<file path="config.mk">
export PLATFORM = sky130hd
export DESIGN_NAME = cdc_hs_tx
export DESIGN_NICKNAME = d
export VERILOG_FILES = /design/src/rtl/cdc_pkg.sv /design/src/rtl/cdc_ack_sync.sv /design/src/rtl/cdc_hs_tx.sv
export SDC_FILE = /design/constraint.sdc
export NUM_CORES = 1
export LEC_CHECK = 0
export CELL_PAD_IN_SITES_DETAIL_PLACEMENT = 1
export CELL_PAD_IN_SITES_GLOBAL_PLACEMENT = 1
export CORE_MARGIN = 3
export CORE_UTILIZATION = 26
export DETAILED_ROUTE_END_ITERATION = 12
export MAX_ROUTING_LAYER = met4
export PLACE_DENSITY_LB_ADDON = 0.1
export REMOVE_ABC_BUFFERS = 1
export SLEW_MARGIN = 10
export SYNTH_ARGS = -nofsm -noshare
export SYNTH_HDL_FRONTEND = slang
export SYNTH_SLANG_ARGS = --single-unit
export TNS_END_PERCENT = 1
</file>
<file path="constraint.sdc">
create_clock -name clk -period 1.35 [get_ports clk]
set_input_delay 0.27 -clock clk [delete_from_list [all_inputs] [get_ports clk]]
set_output_delay 0.27 -clock clk [all_outputs]
set_load 0.01 [all_outputs]
</file>
<file path="src/rtl/cdc_pkg.sv">
// Shared definitions for the four-phase CDC handshake transmitter.
// Holds the FSM state encoding, the default synchronizer depth and a counter-width helper.
package cdc_pkg;

  typedef enum logic [1:0] {
    IDLE    = 2'd0,
    REQ     = 2'd1,
    RELEASE = 2'd2
  } cdc_state_t;

  localparam int CDC_DEF_STAGES = 2;

  // Width of a counter that must be able to reach t-1.
  function automatic int cnt_width(input int t);
    return $clog2(t) + 1;
  endfunction

endpackage

</file>
<file path="src/rtl/cdc_ack_sync.sv">
// NSTAGES-deep single-bit synchronizer for the acknowledge coming from the destination domain.
// Every flop clears on asynchronous active-high reset.
module cdc_ack_sync #(
  parameter int NSTAGES = 2
) (
  input  logic clk,
  input  logic reset,
  input  logic d,
  output logic q
);

  logic [NSTAGES-1:0] sync_q;

  always_ff @(posedge clk or posedge reset) begin
    if (reset) begin
      sync_q <= '0;
    end else begin
      sync_q <= {sync_q[NSTAGES-2:0], d};
    end
  end

  assign q = sync_q[NSTAGES-1];

endmodule

</file>
<file path="src/rtl/cdc_hs_tx.sv">
// Source side of a four-phase req/ack crossing: accepts one payload, holds it on xfer_data and
// runs req up/ack up/req down/ack down. Optional watchdog compiled in by CDC_HS_TX_TIMEOUT_EN.
module cdc_hs_tx
  import cdc_pkg::*;
#(
  parameter int DATAWIDTH = 8,
  parameter int NSTAGES   = CDC_DEF_STAGES,
  parameter int TIMEOUT   = 1024
) (
  input  logic                 clk,
  input  logic                 reset,
  input  logic                 in_valid,
  output logic                 in_ready,
  input  logic [DATAWIDTH-1:0] in_data,
  output logic                 xfer_req,
  output logic [DATAWIDTH-1:0] xfer_data,
  input  logic                 xfer_ack,
  output logic                 busy,
  output logic                 timeout
);

  // Upstream handshake: a payload transfers on a rising edge where in_valid && in_ready;
  // in_ready depends on state only, so in_valid may wait on it but not the other way round.

  cdc_state_t state_q, state_d;
  logic       ack_s;
  logic       req_d;
  logic       load_d;

  cdc_ack_sync #(
    .NSTAGES (NSTAGES)
  ) u_ack_sync (
    .clk   (clk),
    .reset (reset),
    .d     (xfer_ack),
    .q     (ack_s)
  );

  always_ff @(posedge clk or posedge reset) begin
    if (reset) begin
      state_q   <= IDLE;
      xfer_req  <= 1'b0;
      xfer_data <= '0;
    end else begin
      state_q  <= state_d;
      xfer_req <= req_d;
      if (load_d) begin
        xfer_data <= in_data;
      end
    end
  end

  always_comb begin
    state_d = state_q;
    req_d   = xfer_req;
    load_d  = 1'b0;
    case (state_q)
      IDLE: begin
        // A stale ack_s here is ignored; REQ still waits for its own ack_s.
        if (in_valid) begin
          state_d = REQ;
          req_d   = 1'b1;
          load_d  = 1'b1;
        end
      end
      REQ: begin
        if (ack_s) begin
          state_d = RELEASE;
          req_d   = 1'b0;
        end
      end
      RELEASE: begin
        if (!ack_s) begin
          state_d = IDLE;
        end
      end
      default: begin
        state_d = IDLE;
        req_d   = 1'b0;
      end
    endcase
  end

  assign in_ready = (state_q == IDLE);
  assign busy     = (state_q != IDLE);

`ifdef CDC_HS_TX_TIMEOUT_EN
  localparam int CW = cnt_width(TIMEOUT);
  localparam logic [CW-1:0] CNT_LAST = CW'(TIMEOUT - 1);

  logic [CW-1:0] to_cnt;
  logic          timeout_q;

  // Counter restarts on every state change and saturates once it has flagged.
  always_ff @(posedge clk or posedge reset) begin
    if (reset) begin
      to_cnt    <= '0;
      timeout_q <= 1'b0;
    end else begin
      if (state_d != state_q) begin
        to_cnt <= '0;
      end else if (busy && (to_cnt != CNT_LAST)) begin
        to_cnt <= to_cnt + CW'(1);
      end
      if (busy && (to_cnt == CNT_LAST)) begin
        timeout_q <= 1'b1;
      end
    end
  end

  assign timeout = timeout_q;
`else
  assign timeout = 1'b0;
`endif

endmodule

</file>
# [After elaboration in Yosys (flattened, before gate mapping)]
# Index checks and enable logic that the tools add are counted.
[totals] word_cells=23 ff_bits=13 memories=0 latchBits=0 rom_bits=0 ram_bits=0 output_inout_bits=12
[op_classes] mux=9 reduce_logical=4 bitwise=1 add_sub_neg=0 n_eq_ne=5 order_cmp=0 div=0 mul=0 shifts=0
[ops] op="$mux 2" count=3
[ops] op="$pmux 2 s3" count=1
[ops] op="$reduce_and 3->1" count=2
[ops] op="$mux 1" count=4
[ops] op="$ne 2x2->1 const B" count=2
[ops] op="$pmux 1 s3" count=1
[ops] op="$eq 2x1->1 const B" count=1
[ops] op="$eq 2x2->1 const B" count=1
[ops] op="$logic_not 2->1" count=1
[ops] op="$ne 2x1->1 const B" count=1
[ops] op="$reduce_bool 2->1" count=1
[ops] op="$not 1->1" count=1

# [Depth between registers and ports, before layout]
# Gate-level depths: netlist of the first run.
[logic_depth] ltp_word=3 depth_mapped=2 depth_no_buf=2

# [Hierarchy]
# Synthesis of the first run repeated with hierarchy kept, for this count alone.
[unflattened] hier_cells=38 hier_area_um2=545.5
[modules_own_cells] module="cdc_hs_tx" area_each_um2=491.7 n_inst=1 cells_each=35
[modules_own_cells] module="cdc_ack_sync" area_each_um2=53.8 n_inst=1 cells_each=3

# [Least setup slack after synthesis of the first run]
# No wires, ideal clock.
[synth_timing] path_kind="register to register" from="register state_q[1]" to="register xfer_data[0]" setup_ns=0.125 slack_ns=0.066 arrival_time_ns=1.159 path_buffers=0 t_required_ns=1.225 path_stages_with_launch=3 path_cell_list="dfrtp_1 -> nor3b_4 -> mux2_2"
[synth_via] elab_chain_cells=2
[synth_rtl] element="from (decl)" line="cdc_hs_tx.sv:25" source="cdc_state_t state_q, state_d;"
[synth_rtl] element="from (signal assigned)" line="cdc_hs_tx.sv:45" source="state_q <= state_d;"
[synth_rtl] element="$logic_not 2->1" line="cdc_hs_tx.sv:57" source="case (state_q)"
[synth_rtl] element="$mux 1" line="cdc_hs_tx.sv:57"
[synth_rtl] element="to (signal assigned)" line="cdc_hs_tx.sv:48" source="xfer_data <= in_data;"
[synth_rtl] element="to (decl)" line="cdc_hs_tx.sv:16" source="output logic [DATAWIDTH-1:0] xfer_data,"
# Every way passes these cells.
# A chain may end at the register's enable or synchronous reset.

# [Final worst setup path of the first run]
[layout_timing] from="register state_q[1]" to="register xfer_data[2]"
# Same word-level chain as after synthesis.

==> reports/qor.txt, run 1 <==
Outcome = finished, violations left
Failing checks = negative setup slack
Post-Route WL = 1160 um
Setup ws final = -0.0358 ns
Crit path max fanout = 9
Layout filler cell count = 206
Syn Area/Cell = 15.1 um2
Register clock-pin slew on the reported worst setup and hold paths = 0.08 ns
Worst min path class = input pin to asynchronous set/reset pin
Routed wl met2 = 647 um
# port buffers = 22
Min cycle time layout = 1.39 ns
Highest metal used = met3
Ys Warns = 0
Top cells by area, synth = dfrtp_1, mux2_2, nor3b_4
Core box area = 1760 um2
Number of max-cap violations = 0
Worst-Margin Slew = 0.503 ns
Initial antenna violation count = 0
Register area = 325 um2
Met1 wire length = 441 um
Die area = 2480 um2
Critical path's top delay family = flip-flops
Top cell type by total area after synthesis = dfrtp_1
Syn Std Cell Area = 499 um2
WP data required = 1.50 ns
Drt initial violations = 0
Die width = 49.8 um
IO Count = 24
Post-DRT Antenna Nets = 0
Worst Setup End Kind = register
Starting Density = 28.3%
Post-CTS Setup Bufs = 0
Critical Path AT = 1.54 ns
PD cells = 2200 nW/um2
Routed len/inst = 13.5 um
Crit path max-delay cell type = dfrtp_1
Clock Tree Buf Depth = 2
Synthesis-to-finish area growth = 59.6%
Number of buffers created by CTS = 3
Pins Over Slew Limit = 0
DRC = 0
Final core utilization = 45.2%
Most common cell after layout, fill and taps aside = dfrtp_1
Critical Path Source Type = register
Die outline height = 49.8 um
Nets@finish = 74
Static leakage = 0.364 nW
CTS tree = done
Clk_skew = 0.00652 ns
Final hold violation count = 0
Worst-path cell chain = buf_6 -> nor3b_4 -> buf_12 -> mux2_2
Worst slack, placed = -0.258 ns
CP max stage delay = 0.40 ns
Global-route usage over all layers = 11.0%
Peak supply drop = 811 uV
CTS root buffer = clkbuf_4
Most frequent cells in the layout = dfrtp_1, clkdlybuf4s50_1, dlygate4sd2_1
First drt pass iteration count = 1
Cell variety after synth = 13
Multi-input gate area = 165 um2
Total gr overflow = 0
First-pass GRT wire length = 1920 um
Final setup violation count = 8
Share of layout cells above drive strength 1 = 31.1%
Vias in the first global route = 429
Row count = 15
Setup TNS = -0.188 ns
Final Power = 0.00175 W
Cell count after synthesis = 33
Worst path buffer plus inverter count = 2
RSZ-0062 raised after global routing = yes
Fin crit share = 103%
Yosys reg bits = 13
Clk sinks = 13
Register area share after synthesis = 65.2%
# H-tree levels = 1
Pin count of the biggest net entering global routing = 14
Fmax = 0.722 GHz
Number of diodes = 0
Post-synth top area share = 65.2%
Max_slew headroom = 66.4%
Metal3 WL = 70 um
Worst Path Class, Setup = register to register
Routability cong. = 0.623
Via density = 4.19
Clk Latency, worst-skew pair = 0.27 ns
CTS Hold Buffers Added = 0
Via count = 360
worst paths after layout:
path / startpoint / end / slack [ns] / cells past startpoint
min in group clk: u_ack_sync.sync_q[0] / u_ack_sync.sync_q[1] / 0.36 / 0
worst max-delay path: state_q[1] / xfer_data[2] / -0.04 / 4
worst max register to register: state_q[1] / xfer_data[2] / -0.04 / 4
worst min register to register: u_ack_sync.sync_q[0] / u_ack_sync.sync_q[1] / 0.36 / 0
max in group asynchronous: reset / xfer_data[7] / 0.69 / 2
worst min-delay path: reset / xfer_data[1] / 0.32 / 2
flip-flops by register name, indices dropped and copies added, names as in the netlist:
| name | flops |
|---|---|
| xfer_data | 8 |
| state_q | 2 |
| u_ack_sync.sync_q | 2 |
| xfer_req | 1 |
cell usage after synthesis:
cell and instances:
xor2_1 1, nor2_1 1, conb_1 1, nor3b_4 1, and2_1 1, or2_2 1, buf_4 1, mux2_2 8
o21ai_0 1, a21o_2 1, dfrtp_1 13, a211oi_1 1, inv_1 2
through the flow:
step / hold slack [ns] / std cells / cell area (um2)
finish: 0.317 / 86 / 797
global route: 0.358 / 86 / 797
CTS: 0.332 / 86 / 790
detailed placement: 0.345 / 82 / 778
global placement: 0.332 / 82 / 778
floorplan: 0.147 / 32 / 492
layout make-up:
class,instances,area share (%)
clock buffers,4,3.30
repair buffers,25,30.3
inverters,2,0.942
flip-flops and latches,13,40.8
multi-input cells,17,20.7
well taps,25,3.92
power by group:
part	total, W	internal, W	leakage [nW]	switching (W)
Combinational	0.000860	0.000504	0.196	0.000356
Clock	0.000235	0.000114	0.0150	0.000121
Sequential	0.000656	0.000563	0.154	0.0000928
what timing repair did:
action,4_1_cts,5_1_grt
endpoints found under the setup margin,19,10
gates resized for setup,19,2
gates cloned,0,0
pin swaps,0,0
cell families (layout without fill, tap and decap cells):
| group | count (synthesis) | in the layout | share of synthesized area (%) |
|---|---|---|---|
| DFF | 13 | 13 | 65.2 |
| muxes | 8 | 8 | 18.0 |
| and+or+nand+nor | 4 | 4 | 7.02 |
| AOI/OAI and AO/OA | 3 | 3 | 4.26 |
| buffers and inverters | 3 | 31 | 3.01 |
| other | 1 | 1 | 0.751 |
| xor gates and xnor gates | 1 | 1 | 1.75 |
routing by layer:
metal / vias up / track usage, %
met5: - / -
met4: 0 / 5.53
met3: 0 / 3.02
met2: 15 / 19.4
met1: 181 / 11.1
li1: 164 / -
(Power assumes the default switching activity.)
==> run 2: changes to the inputs <==
CTS_CLUSTER_DIAMETER = 50   (was default)
==> results of run 2 <==
No change in the layout: final DEF, timing and power equal those of run 1.
